**src/rtl/i2c_slave_rx.sv**
```systemverilog
// I2C write-only slave receiver.
// Decodes START/STOP, matches a 7-bit address and loads a sub-address pointer
// from the first data byte. Each following byte becomes a single-cycle register
// write at an auto-incrementing address. Reads are NAKed, and the block then
// ignores the bus.
module i2c_slave_rx #(
  parameter logic [6:0] I2C_ADDR    = 7'h70,
  parameter int         SYNC_STAGES = 2     // must be >= 2
) (
  input  logic       clk,
  input  logic       rst_n,
  input  logic       scl_in,
  input  logic       sda_in,
  output logic       sda_oe,
  output logic       wr_en,
  output logic [7:0] wr_addr,
  output logic [7:0] wr_data,
  output logic       busy
);

  typedef enum logic [2:0] {
    IDLE, ADDR, ADDR_ACK, SUB, SUB_ACK, DATA, DATA_ACK, IGNORE
  } state_t;

  typedef struct packed {
    logic       en;
    logic [7:0] addr;
    logic [7:0] data;
  } wr_req_t;

  logic [SYNC_STAGES-1:0] scl_sync, sda_sync;
  logic                   scl_q, sda_q, scl_d, sda_d;
  logic                   start_c, stop_c, scl_rise, scl_fall;

  state_t     state, state_nxt;
  logic [2:0] bit_cnt, bit_cnt_nxt;
  logic [7:0] shreg, shreg_nxt, ptr, ptr_nxt, byte_in;
  logic       oe_q, oe_nxt, busy_q, busy_nxt;
  wr_req_t    wr_q, wr_nxt;

  assign scl_q = scl_sync[SYNC_STAGES-1];
  assign sda_q = sda_sync[SYNC_STAGES-1];

  // Synchronise the pad inputs. Keep a one-cycle-old copy for edge detection.
  // The preset to 1 matches an idle bus, so reset release shows no false edges.
  always_ff @(posedge clk or negedge rst_n) begin
    if (!rst_n) begin
      scl_sync <= '1;
      sda_sync <= '1;
      scl_d    <= 1'b1;
      sda_d    <= 1'b1;
    end else begin
      scl_sync <= {scl_sync[SYNC_STAGES-2:0], scl_in};
      sda_sync <= {sda_sync[SYNC_STAGES-2:0], sda_in};
      scl_d    <= scl_q;
      sda_d    <= sda_q;
    end
  end

  // Bus conditions. START/STOP need only SCL high now. If SCL rises in the
  // same cycle as SDA moves, the START/STOP wins and no bit is sampled.
  assign start_c  = scl_q & sda_d & ~sda_q;
  assign stop_c   = scl_q & ~sda_d & sda_q;
  assign scl_rise = scl_q & ~scl_d;
  assign scl_fall = ~scl_q & scl_d;
  assign byte_in  = {shreg[6:0], sda_q};

  // Register all FSM state and outputs.
  // SDA is released asynchronously on reset.
  always_ff @(posedge clk or negedge rst_n) begin
    if (!rst_n) begin
      state   <= IDLE;
      bit_cnt <= '0;
      shreg   <= '0;
      ptr     <= '0;
      oe_q    <= 1'b0;
      busy_q  <= 1'b0;
      wr_q    <= '0;
    end else begin
      state   <= state_nxt;
      bit_cnt <= bit_cnt_nxt;
      shreg   <= shreg_nxt;
      ptr     <= ptr_nxt;
      oe_q    <= oe_nxt;
      busy_q  <= busy_nxt;
      wr_q    <= wr_nxt;
    end
  end

  // Next-state logic: bit shifting, byte decode, and the ACK window.
  // The ACK window runs from the falling edge after bit 8
  // to the falling edge after bit 9.
  always_comb begin
    state_nxt   = state;
    bit_cnt_nxt = bit_cnt;
    shreg_nxt   = shreg;
    ptr_nxt     = ptr;
    oe_nxt      = oe_q;
    busy_nxt    = busy_q;
    wr_nxt      = wr_q;
    wr_nxt.en   = 1'b0;

    if (stop_c) begin
      state_nxt   = IDLE;
      bit_cnt_nxt = '0;
      oe_nxt      = 1'b0;
      busy_nxt    = 1'b0;
    end else if (start_c) begin
      // Any partial byte in flight is simply dropped here.
      state_nxt   = ADDR;
      bit_cnt_nxt = '0;
      oe_nxt      = 1'b0;
    end else begin
      case (state)
        ADDR, SUB, DATA: begin
          if (scl_rise) begin
            shreg_nxt   = byte_in;
            bit_cnt_nxt = bit_cnt + 3'd1;
            if (bit_cnt == 3'd7) begin
              if (state == ADDR) begin
                if (byte_in[7:1] == I2C_ADDR && !byte_in[0]) begin
                  state_nxt = ADDR_ACK;
                  busy_nxt  = 1'b1;
                end else begin
                  state_nxt = IGNORE;
                  busy_nxt  = 1'b0;
                  oe_nxt    = 1'b0;
                end
              end else if (state == SUB) begin
                ptr_nxt   = byte_in;
                state_nxt = SUB_ACK;
              end else begin
                state_nxt = DATA_ACK;
              end
            end
          end
        end
        ADDR_ACK, SUB_ACK, DATA_ACK: begin
          if (scl_fall) begin
            if (!oe_q) begin
              oe_nxt = 1'b1;
              if (state == DATA_ACK) begin
                wr_nxt.en   = 1'b1;
                wr_nxt.addr = ptr;
                wr_nxt.data = shreg;
                ptr_nxt     = ptr + 8'd1;
              end
            end else begin
              oe_nxt      = 1'b0;
              bit_cnt_nxt = '0;
              state_nxt   = (state == ADDR_ACK) ? SUB : DATA;
            end
          end
        end
        IGNORE:  oe_nxt = 1'b0;
        default: ;
      endcase
    end
  end

  assign sda_oe  = oe_q;
  assign busy    = busy_q;
  assign wr_en   = wr_q.en;
  assign wr_addr = wr_q.addr;
  assign wr_data = wr_q.data;

endmodule

```
**config.mk**
```make
export PLATFORM = sky130hd
export DESIGN_NAME = i2c_slave_rx
export DESIGN_NICKNAME = d
export VERILOG_FILES = /design/src/rtl/i2c_slave_rx.sv
export SDC_FILE = /design/constraint.sdc
export NUM_CORES = 1
export LEC_CHECK = 0
export CORE_UTILIZATION = 50
export CTS_BUF_LIST = sky130_fd_sc_hd__clkbuf_4 sky130_fd_sc_hd__clkbuf_8
export DETAILED_ROUTE_END_ITERATION = 8
export GPL_ROUTABILITY_DRIVEN = 0
export PLACE_DENSITY = 0.83
export SLEW_MARGIN = 30
export SYNTH_ARGS = -nofsm -noshare
export SYNTH_HDL_FRONTEND = slang
export SYNTH_SLANG_ARGS = --single-unit
```
**constraint.sdc**
```tcl
create_clock -name clk -period 4.6 [get_ports clk]
set_input_delay 0.69 -clock clk [delete_from_list [all_inputs] [get_ports clk]]
set_output_delay 0.69 -clock clk [all_outputs]
set_load 0.01 [all_outputs]
```
==> summary.txt <==
Num ports = 23
RSZ-0062 raised after global routing = no
Ys async rst share = 1.000
Combinational share of power = 0.102
ANT nets after route = 0
Fillers = 373
First-pass GRT wire length = 7155 um
Reg-to-Reg End = ptr[1]
Synth warn = 0
Number of flops mapped to enable cells by yosys = 0
Setup CP Type = reg2out
Total CTS buffers = 5
Area leader, netlist = dfrtp_1
Worst-path clk slew = 0.08 ns
WL final = 4057 um
Switching portion of total power = 0.2670
Starting Density = 0.5216
Die H = 69.40 um
Pre-CTS WS = 2.750 ns
Syn nets = 219
Worst path max stage delay = 0.57 ns
Hold path cells = 0
Pins Over Slew Limit = 0
Period utilization = 0.4328
Clock network power share = 0.306
Design Area, Final = 0.002580 mm2
IO buf count = 22
Fin. Hold Viols = 0
P_leak = 1.194 nW
Tmin final = 1.991 ns
Cell variety after synth = 56
Initial DRT Pass Iterations = 4
ANT cells = 0
Predominant post-synthesis flop cell = dfrtp_1
WP depth = 1
Worst path cell trace = clkdlybuf4s50_1
Setup TNS = 0 ns
Post-CTS Setup Inserts = 0
Initial antenna violation count = 0
Worst-skew pair later-pin latency = 0.30 ns
Final number of setup-violating endpoints = 0
Vias in the first global route = 1,520
CP required = 3.91 ns
Clock Skew = 0.009605 ns
Final HPWL DP = 2806 um
Die Wd = 69.40 um
GR Overflow Total = 0
Buffer and inverter count on the worst path = 1
Max Clock Freq = 502.3 MHz
Netlist Area Pre-Place = 0.002271 mm2
Core area = 0.004354 mm2
Tot GR Track Use = 0.1877
Crit-path max FO = 6
Area growth from synthesis to layout = 13.61%
Via-to-Cell Ratio = 5.665
Initial DRC count = 101
Top cell type's share of synthesized area = 0.4518
Setup WS post-layout = 2.609 ns
Fraction of layout cells with a size suffix above 1 = 0.1379
Launch point of the worst reg-to-reg path = bit_cnt[0]
R2R depth = 6
Synth top area cells = dfrtp_1 45%, nand2_1 9.1%, dfstp_2 6.9%
Syn avg cell area = 10.71 um2
Clock tree sinks = 47
PostCTS Resize Cnt = 0
Hold Buf Count CTS = 0
CTS tree = yes
DR DRC count = 0
Crit start category = register
Max cap viols = 0
Internal = 0.6209 mW
Net Sw Power = 0.2262 mW
Vias = 1,609
Clock buffer depth = 2
Min-Delay Startpoint = scl_sync[0]
Slowest CP cell = clkdlybuf4s50_1
Root Buffer = clkbuf_8
Top-count cell post-synth = nand2_1
Slew HR = 0.6275
Status = completed
Htree depth = 2
DIE AREA = 0.004816 mm2
Worst slew pin tran = 0.5588 ns
Power per Cell Area = 328.3 mW/mm2
Site Rows = 24
Hold WC Path Type = reg2reg
Power share of the sequential group = 0.592
Largest vdd supply drop = 0.0001974 V
Number of synthesized register bits = 47
DR WL/cell = 14.29 um
Post-Syn Instances = 212
Worst EP arrival = 1.30 ns
Delay-heaviest family, CP = buffers and inverters
Seq/Total Area, Yosys = 0.5212
Setup crit end kind = output port
Synth top cells by count = 55 x nand2_1, 41 x dfrtp_1, 10 x mux2_1, 7 x o21ai_0
Hold endpoint = scl_sync[1]
Placed cell area = 0.002481 mm2
Final #Nets = 238
Largest net degree at the start of global routing = 48
R2r setup slk = 2.74 ns
-- power groups by stage --
| stage | Sequential, mW | Combinational [mW] | Clock (mW) |
|---|---|---|---|
| floorplan | 0.490 | 0.0689 | 0 |
| global placement | 0.506 | 0.0813 | 0 |
| detailed placement | 0.508 | 0.0864 | 0 |
| CTS | 0.502 | 0.0864 | 0.268 |
| global route | 0.510 | 0.0982 | 0.284 |
| finish | 0.502 | 0.0862 | 0.259 |
-- sequential cells by signal, indices dropped and copies added, names as in the netlist --
signal / count
wr_addr: 8
bit_cnt: 3
state: 3
wr_en: 1
sda_d: 1
ptr: 8
busy: 1
sda_oe: 1
scl_d: 1
wr_data: 8
sda_sync: 2
scl_sync: 2
shreg: 8
-- final cells by class --
class	count	area (um2)	area share
flip-flops and latches	47	1184	0.4588
repair buffers	22	217.7	0.08438
clock inverters	2	13.76	0.005335
well taps	52	65.06	0.02522
multi-input cells	152	1006	0.3899
clock buffers	6	82.58	0.03201
inverters	3	11.26	0.004365
-- cell usage in the layout, fill, tap and decap left out, drive strengths merged, types with 5 or more instances in the layout --
cell,netlist,routed
dfrtp,41,41
nor2,5,5
dfstp,6,6
a2bb2oi,6,6
nand2,57,57
nand3,6,6
a21oi,7,7
clkdlybuf4s50,0,21
clkbuf,0,6
o21ai,8,8
mux2,11,11
-- routing by layer --
layer,vias up,global-route usage,part of all wire
li1,783,-,-
met1,779,0.2588,0.49
met2,40,0.2913,0.45
met3,7,0.04360,0.048
met4,0,0.06803,0.015
met5,-,0,0
-- worst max path at each step --
| stage | from | to |
|---|---|---|
| final | sda_oe | sda_oe |
| after global routing | sda_oe | sda_oe |
| after CTS | sda_oe | sda_oe |
| after detailed placement | bit_cnt[0] | ptr[1] |
| after global placement | bit_cnt[0] | ptr[1] |
| after floorplan | scl_sync[1] | ptr[1] |
-- kinds of logic after synthesis --
kind of cell    count (synthesis)  synth area share
simple gates                   91            0.2061
flops                          47            0.5212
compound gates                 44            0.1537
buf+inv                        13           0.03581
mux                            12           0.05895
fa+ha+maj                       3           0.01653
xor+xnor                        2          0.007715
-- stage by stage --
step	total power, mW	cells	util	hold slack (ns)
global route	0.8928	284	0.5925	0.3676
detailed placement	0.5940	276	0.5698	0.3484
floorplan	0.5592	212	-	0.3452
global placement	0.5871	276	0.5698	0.3460
finish	0.8471	284	0.5925	0.3604
CTS	0.8561	284	0.5920	0.3607
Note: power is estimated with default switching activity, not from simulation.
